$ cat config.mk
export PLATFORM = sky130hd
export DESIGN_NAME = reg_exec_unit
export DESIGN_NICKNAME = d
export VERILOG_FILES = /design/src/rtl/reg_exec_unit.sv
export SDC_FILE = /design/constraint.sdc
export NUM_CORES = 1
export LEC_CHECK = 0
export ABC_AREA = 1
export BUFFER_PORTS_ARGS = -buffer_cell sky130_fd_sc_hd__buf_2
export CAP_MARGIN = 30
export CORE_AREA = 2 2 123 125
export CTS_CLUSTER_SIZE = 16
export DETAILED_ROUTE_END_ITERATION = 6
export DIE_AREA = 0 0 125 127
export MAX_ROUTING_LAYER = met4
export PLACE_DENSITY = 0.68
export SYNTH_ARGS = -nofsm -noshare
export SYNTH_HDL_FRONTEND = slang
export SYNTH_SLANG_ARGS = --single-unit
$ cat constraint.sdc
create_clock -name clk -period 3.52 [get_ports clk]
set_clock_uncertainty 0.1 [all_clocks]
set_input_delay 0.176 -clock clk [delete_from_list [all_inputs] [get_ports clk]]
set_output_delay 0.176 -clock clk [all_outputs]
set_load 0.05 [all_outputs]
$ cat src/rtl/reg_exec_unit.sv
`default_nettype none
// ============================================================================
// Module      : reg_exec_unit
// Description : Multi-cycle execute/writeback sequencer for an 8x16 register
//               file with three combinational read ports and one write port.
//               Accepts one instruction at a time (valid/ready). It then reads
//               operands A/B/C and computes an ALU or multiply result. The
//               result is written back through the file's write port, and
//               zero/carry flags are updated with it.
//               FSM: IDLE -> READ -> EXEC (1 or MUL_CYCLES cycles) -> WB.
// Ports       : clk, nRESET (async, active-low)
//               instr_valid/instr_ready, instr_op/rd/ra/rb/rc/imm : instruction
//               read_addr_A/B/C, read_data_A/B/C                 : file reads
//               write_enable, write_addr, write_data             : file write
//               busy, flag_zero, flag_carry                      : status
// Macro       : EXEC_MUL_EN - when defined, compiles in the iterative
//               shift-add multiplier for MUL/MAC. When undefined, MUL/MAC
//               pass through in ALU time without writing or touching flags.
// Revision    : 1.0 - initial release
// ============================================================================
module reg_exec_unit #(
   parameter int DW         = 16,
   parameter int AW         = 3,
   parameter int MUL_CYCLES = 16
) (
   input  logic          clk,
   input  logic          nRESET,
   input  logic          instr_valid,
   output logic          instr_ready,
   input  logic [2:0]    instr_op,
   input  logic [AW-1:0] instr_rd,
   input  logic [AW-1:0] instr_ra,
   input  logic [AW-1:0] instr_rb,
   input  logic [AW-1:0] instr_rc,
   input  logic [DW-1:0] instr_imm,
   output logic [AW-1:0] read_addr_A,
   output logic [AW-1:0] read_addr_B,
   output logic [AW-1:0] read_addr_C,
   input  logic [DW-1:0] read_data_A,
   input  logic [DW-1:0] read_data_B,
   input  logic [DW-1:0] read_data_C,
   output logic          write_enable,
   output logic [AW-1:0] write_addr,
   output logic [DW-1:0] write_data,
   output logic          busy,
   output logic          flag_zero,
   output logic          flag_carry
);

   localparam logic [2:0] c_OP_LDI = 3'b000;
   localparam logic [2:0] c_OP_ADD = 3'b001;
   localparam logic [2:0] c_OP_SUB = 3'b010;
   localparam logic [2:0] c_OP_AND = 3'b011;
   localparam logic [2:0] c_OP_OR  = 3'b100;
   localparam logic [2:0] c_OP_XOR = 3'b101;
   localparam logic [2:0] c_OP_MAC = 3'b111;

   typedef enum logic [1:0] {
      S_IDLE = 2'd0,
      S_READ = 2'd1,
      S_EXEC = 2'd2,
      S_WB   = 2'd3
   } state_t;

   state_t r_state, w_state_next;

   logic          r_ready, r_busy, r_we, r_fz, r_fc;
   logic [AW-1:0] r_raddr_a, r_raddr_b, r_raddr_c, r_waddr, r_rd;
   logic [DW-1:0] r_wdata, r_imm, r_opa, r_opb, r_opc;
   logic [2:0]    r_op;

   logic          w_accept, w_is_mul, w_exec_fin, w_wr_ok, w_cy;
   logic [DW:0]   w_alu;
   logic [DW-1:0] w_res;

   // MUL (110) and MAC (111) share the top two opcode bits
   assign w_is_mul = (r_op[2:1] == 2'b11);

   // ALU result with the carry/borrow in the extra top bit
   always_comb begin
      w_alu = '0;
      case (r_op)
         c_OP_LDI: w_alu = {1'b0, r_imm};
         c_OP_ADD: w_alu = {1'b0, r_opa} + {1'b0, r_opb};
         c_OP_SUB: w_alu = {1'b0, r_opa} - {1'b0, r_opb};  // top bit = borrow
         c_OP_AND: w_alu = {1'b0, r_opa & r_opb};
         c_OP_OR:  w_alu = {1'b0, r_opa | r_opb};
         c_OP_XOR: w_alu = {1'b0, r_opa ^ r_opb};
         default:  w_alu = '0;
      endcase
   end

`ifdef EXEC_MUL_EN
   localparam int CW = $clog2(MUL_CYCLES + 1);

   logic [2*DW-1:0] r_mcand, r_acc, w_acc_step, w_mul_res;
   logic [DW-1:0]   r_mplier;
   logic [CW-1:0]   r_cnt;
   logic            w_mul_last;

   // One multiplier bit per cycle, LSB first; the MAC addend joins the
   // final partial sum so the last iteration and the add share one cycle.
   always_comb begin
      w_acc_step = r_acc + (r_mplier[0] ? r_mcand : '0);
      w_mul_res  = w_acc_step + ((r_op == c_OP_MAC) ? {{DW{1'b0}}, r_opc} : '0);
      w_mul_last = (r_cnt == CW'(MUL_CYCLES - 1));
   end

   always_ff @(posedge clk or negedge nRESET) begin
      if (!nRESET) begin
         r_mcand  <= '0;
         r_mplier <= '0;
         r_acc    <= '0;
         r_cnt    <= '0;
      end else if (r_state == S_READ) begin
         r_mcand  <= {{DW{1'b0}}, read_data_A};
         r_mplier <= read_data_B;
         r_acc    <= '0;
         r_cnt    <= '0;
      end else if ((r_state == S_EXEC) && w_is_mul) begin
         r_acc    <= w_acc_step;
         r_mcand  <= r_mcand << 1;
         r_mplier <= r_mplier >> 1;
         r_cnt    <= r_cnt + CW'(1);
      end
   end

   assign w_exec_fin = !w_is_mul || w_mul_last;
   assign w_wr_ok    = 1'b1;
   assign w_res      = w_is_mul ? w_mul_res[DW-1:0] : w_alu[DW-1:0];
   assign w_cy       = w_is_mul ? (|w_mul_res[2*DW-1:DW]) : w_alu[DW];
`else
   // Without the multiplier, MUL/MAC drain in ALU time and never write
   logic w_unused_nomul;
   assign w_unused_nomul = ^{r_opc, 1'(MUL_CYCLES)};

   assign w_exec_fin = 1'b1;
   assign w_wr_ok    = !w_is_mul;
   assign w_res      = w_alu[DW-1:0];
   assign w_cy       = w_alu[DW];
`endif

   // FSM: state register
   always_ff @(posedge clk or negedge nRESET) begin
      if (!nRESET) r_state <= S_IDLE;
      else         r_state <= w_state_next;
   end

   // FSM: next state and control strobes
   always_comb begin
      w_state_next = r_state;
      w_accept     = 1'b0;
      case (r_state)
         S_IDLE: if (instr_valid) begin
            w_accept     = 1'b1;
            w_state_next = S_READ;
         end
         S_READ: w_state_next = S_EXEC;
         S_EXEC: if (w_exec_fin) w_state_next = S_WB;
         S_WB:   w_state_next = S_IDLE;
         default: w_state_next = S_IDLE;
      endcase
   end

   // Registered datapath and outputs
   always_ff @(posedge clk or negedge nRESET) begin
      if (!nRESET) begin
         r_ready   <= 1'b1;
         r_busy    <= 1'b0;
         r_we      <= 1'b0;
         r_waddr   <= '0;
         r_wdata   <= '0;
         r_fz      <= 1'b0;
         r_fc      <= 1'b0;
         r_raddr_a <= '0;
         r_raddr_b <= '0;
         r_raddr_c <= '0;
         r_op      <= '0;
         r_rd      <= '0;
         r_imm     <= '0;
         r_opa     <= '0;
         r_opb     <= '0;
         r_opc     <= '0;
      end else begin
         r_ready <= (w_state_next == S_IDLE);
         r_busy  <= (w_state_next != S_IDLE);
         r_we    <= 1'b0;
         if (w_accept) begin
            r_op      <= instr_op;
            r_rd      <= instr_rd;
            r_imm     <= instr_imm;
            r_raddr_a <= instr_ra;
            r_raddr_b <= instr_rb;
            r_raddr_c <= instr_rc;
         end
         // Operands captured here, so rd may alias any source register
         if (r_state == S_READ) begin
            r_opa <= read_data_A;
            r_opb <= read_data_B;
            r_opc <= read_data_C;
         end
         if ((r_state == S_EXEC) && w_exec_fin && w_wr_ok) begin
            r_we    <= 1'b1;
            r_waddr <= r_rd;
            r_wdata <= w_res;
            r_fz    <= (w_res == '0);
            r_fc    <= w_cy;
         end
      end
   end

   assign instr_ready  = r_ready;
   assign busy         = r_busy;
   assign write_enable = r_we;
   assign write_addr   = r_waddr;
   assign write_data   = r_wdata;
   assign flag_zero    = r_fz;
   assign flag_carry   = r_fc;
   assign read_addr_A  = r_raddr_a;
   assign read_addr_B  = r_raddr_b;
   assign read_addr_C  = r_raddr_c;

endmodule
`default_nettype wire

==> flow_metrics.tcl <==
set metrics [dict create \
    status "finished, final reports clean" \
    place_congestion 0.8330 \
    die_area_sq_mm 0.01588 \
    drtPass1Iterations 5 \
    ys_async_sr_fraction_pct 100.0 \
    synth-simple-area-share_pct 23.30 \
    wl_um 14750 \
    overflow 0 \
    slew_viol_final 0 \
    critPathKind "flop to flop" \
    cts_buffer_depth 2 \
    synth_top_area_cell "dfrtp_1" \
    portBuffers 98 \
    synth_compound_area_share_pct 9.823 \
    syn-num-nets 868 \
    synthAdderAreaFrac_pct 11.94 \
    vias_per_cell 4.748 \
    grt_max_degree 76 \
    rsz0062_at_grt "no" \
    cts-root-buf "clkbuf_16" \
    hold_viol 0 \
    cts_inserted_buffers 9 \
    clkLatencyLatePin_ns 0.35 \
    ant_nets 0 \
    grt_pass1_wl_um 24520 \
    diodes 0 \
    syn_avg_cell_area_sq_um 7.813 \
    cp.arrival_ns 3.30 \
    drive_gt1_share_pct 19.08 \
    endpoint_kind "flop" \
    synth-xor-area-share_pct 2.297 \
    drtIter0Drc 301 \
    yosysTopAreaCellShare_pct 38.50 \
    synth_cells 732 \
    min_period_ns 3.163 \
    synth_edf_count 0 \
    fill_cells 1437 \
    max_freq_mhz 316.2 \
    worst_slew_pin_slew_ns 0.9978 \
    fin_crit_sh_pct 89.85 \
    dp_hpwl_um 10480 \
    synthTopCellsByArea "dfrtp_1, nand2_1, ha_1" \
    crit_fanout 5 \
    finalSetupViolCount 0 \
    area_growth_pct 28.66 \
    p_leak_nw 3.877 \
    drv_cap 0 \
    syn-cell-area_sq_mm 0.005719 \
    synth.top_cells.by_count "nand2_1, inv_1, dfrtp_1, ha_1, o21ai_0" \
    grt.total_usage_pct 19.88 \
    ys.flop_type "dfrtp_1" \
    worstSetupStartpoint "r_opb[1]" \
    fin_nets 1027 \
    min_from "instr_valid" \
    min_path_type "primary input to flop" \
    vdd_drop_max_mv 0.6200 \
    preCtsSetupSlack_ns 0.3906 \
    cts_tree "done" \
    antenna_found_initial 0 \
    ys_ff_latch 89 \
    synth_top_family_by_area "simple AND/OR/NAND/NOR gates" \
    clkTransAtPathRegs_ns 0.06 \
    wire_per_inst_um 13.66 \
    htreeDepth 3 \
    cp.required_ns 3.66 \
    synth_warnings 0 \
    synth_cell_types 42 \
    start_kind "flop" \
    powerDensity_mw_per_mm2 1056 \
    dieWidth_um 125 \
    die_y_um 127 \
    vias 5128 \
    drc_errors 0 \
    fin_tns_setup_ns 0 \
    grt_pass1_vias 5123 \
    cts_sinks 89 \
    slew_headroom_pct 33.48 \
    ys_seq_area_share_pct 38.96 \
    yosysMostFrequentCell "nand2_1" \
    fp-row-count 44 \
    setup_ws_ns 0.3571 \
    io_pins 115 \
    muxShareOfSynthArea_pct 4.529 \
    r2r_start "r_opb[1]" \
    core_area_sq_mm 0.01442 \
    initial_core_util_pct 39.65 \
]
==> power by group <==
| part | total [mW] | internal (mW) | switching [mW] | leakage [nW] |
|---|---|---|---|---|
| clock | 0.940 | 0.521 | 0.420 | 0.142 |
| combinational | 4.96 | 1.69 | 3.27 | 2.65 |
| sequential | 1.87 | 1.52 | 0.348 | 1.08 |
==> state kept, by name, summed over array words and instances, names as in the netlist, 2 cells and up <==
name	count
r_opa	16
r_state	2
read_addr_B	3
r_opb	16
write_data	16
read_addr_A	3
r_op	3
r_imm	16
read_addr_C	3
write_addr	3
r_rd	3
==> cell usage in the layout (no fill, tap or decap), drive strengths merged, types with 7 or more instances in the layout <==
cell	n
dfrtp	88
dlygate4sd3	64
nand3	32
clkbuf	11
mux2	23
nor2	54
ha	53
o211ai	7
inv	110
buf	105
nand2	208
a21oi	29
xor2	14
o21ai	56
==> final timing paths <==
| check | endpoint | depth (start not counted) | slack (ns) |
|---|---|---|---|
| worst max-delay path | flag_carry | 21 | 0.36 |
| worst min-delay path | r_state[0] | 3 | 0.09 |
| worst max register to register | flag_carry | 21 | 0.36 |
| worst min register to register | write_addr[2] | 2 | 0.37 |
| max in group asynchronous | instr_ready | 3 | 2.49 |
| min in group asynchronous | r_op[1] | 2 | 0.20 |
==> metrics by stage <==
stage	power (mW)	cell area [sq um]	hold slack, ns	std cells	util [%]
2_1_floorplan	5.588	5719	-0.2196	732	-
3_3_place_gp	6.622	6386	0.2833	999	44.27
3_5_place_dp	6.741	6386	0.2875	999	44.27
4_1_cts	7.767	7318	0.05202	1079	50.74
5_1_grt	8.586	7358	0.1087	1080	51.01
6_report	7.768	7358	0.08723	1080	51.01
==> critical path, stage by stage, from the launching register on <==
cell and delay (ns):
dfrtp_1 0.41, inv_1 0.13, ha_1 0.18, nand4_1 0.15
nor2_2 0.14, nand3_1 0.15, nor3_4 0.19, or2_2 0.15
xor2_1 0.15, ha_2 0.33, nand2_1 0.10, inv_1 0.04
nand2_1 0.06, nand2_1 0.04, a21oi_1 0.14, nand2_1 0.07
nand2_1 0.07, nand2_1 0.06, a21oi_1 0.14, nand2_1 0.07
nand4_1 0.11, nand2_1 0.06
==> layout make-up <==
type                       instances  area [sq um]  share of cell area [%]
inverter                         111         416.7                   5.662
sequential                        89          2228                   30.28
clock buffer                      11         252.7                   3.435
multi-input combinational        511          2993                   40.67
tap                              184         230.2                   3.129
clock inverter                     5         38.79                  0.5271
timing repair buffer             169          1199                   16.29
==> repair_timing <==
action	CTS	global route
setup buffers	0	0
setup endpoints to repair	0	2
hold buffers	64	0
endpoints found under the hold margin	136	0
gates resized for setup	0	5
==> layer usage <==
layer  part of all wire, %  GRT usage [%]  vias up
met2                    44          30.72      113
met3                   4.1          3.518       16
met4                   1.7          6.340        0
li1                      -              -     2636
met5                     0              -        -
met1                    50          26.80     2363
==> cell families after synthesis <==
kind of cell | count (synthesis)
compound gates | 102
xor+xnor | 15
fa+ha+maj | 54
buf+inv | 132
flops | 89
mux | 23
simple gates | 317
Note: power is estimated with default switching activity, not from simulation.
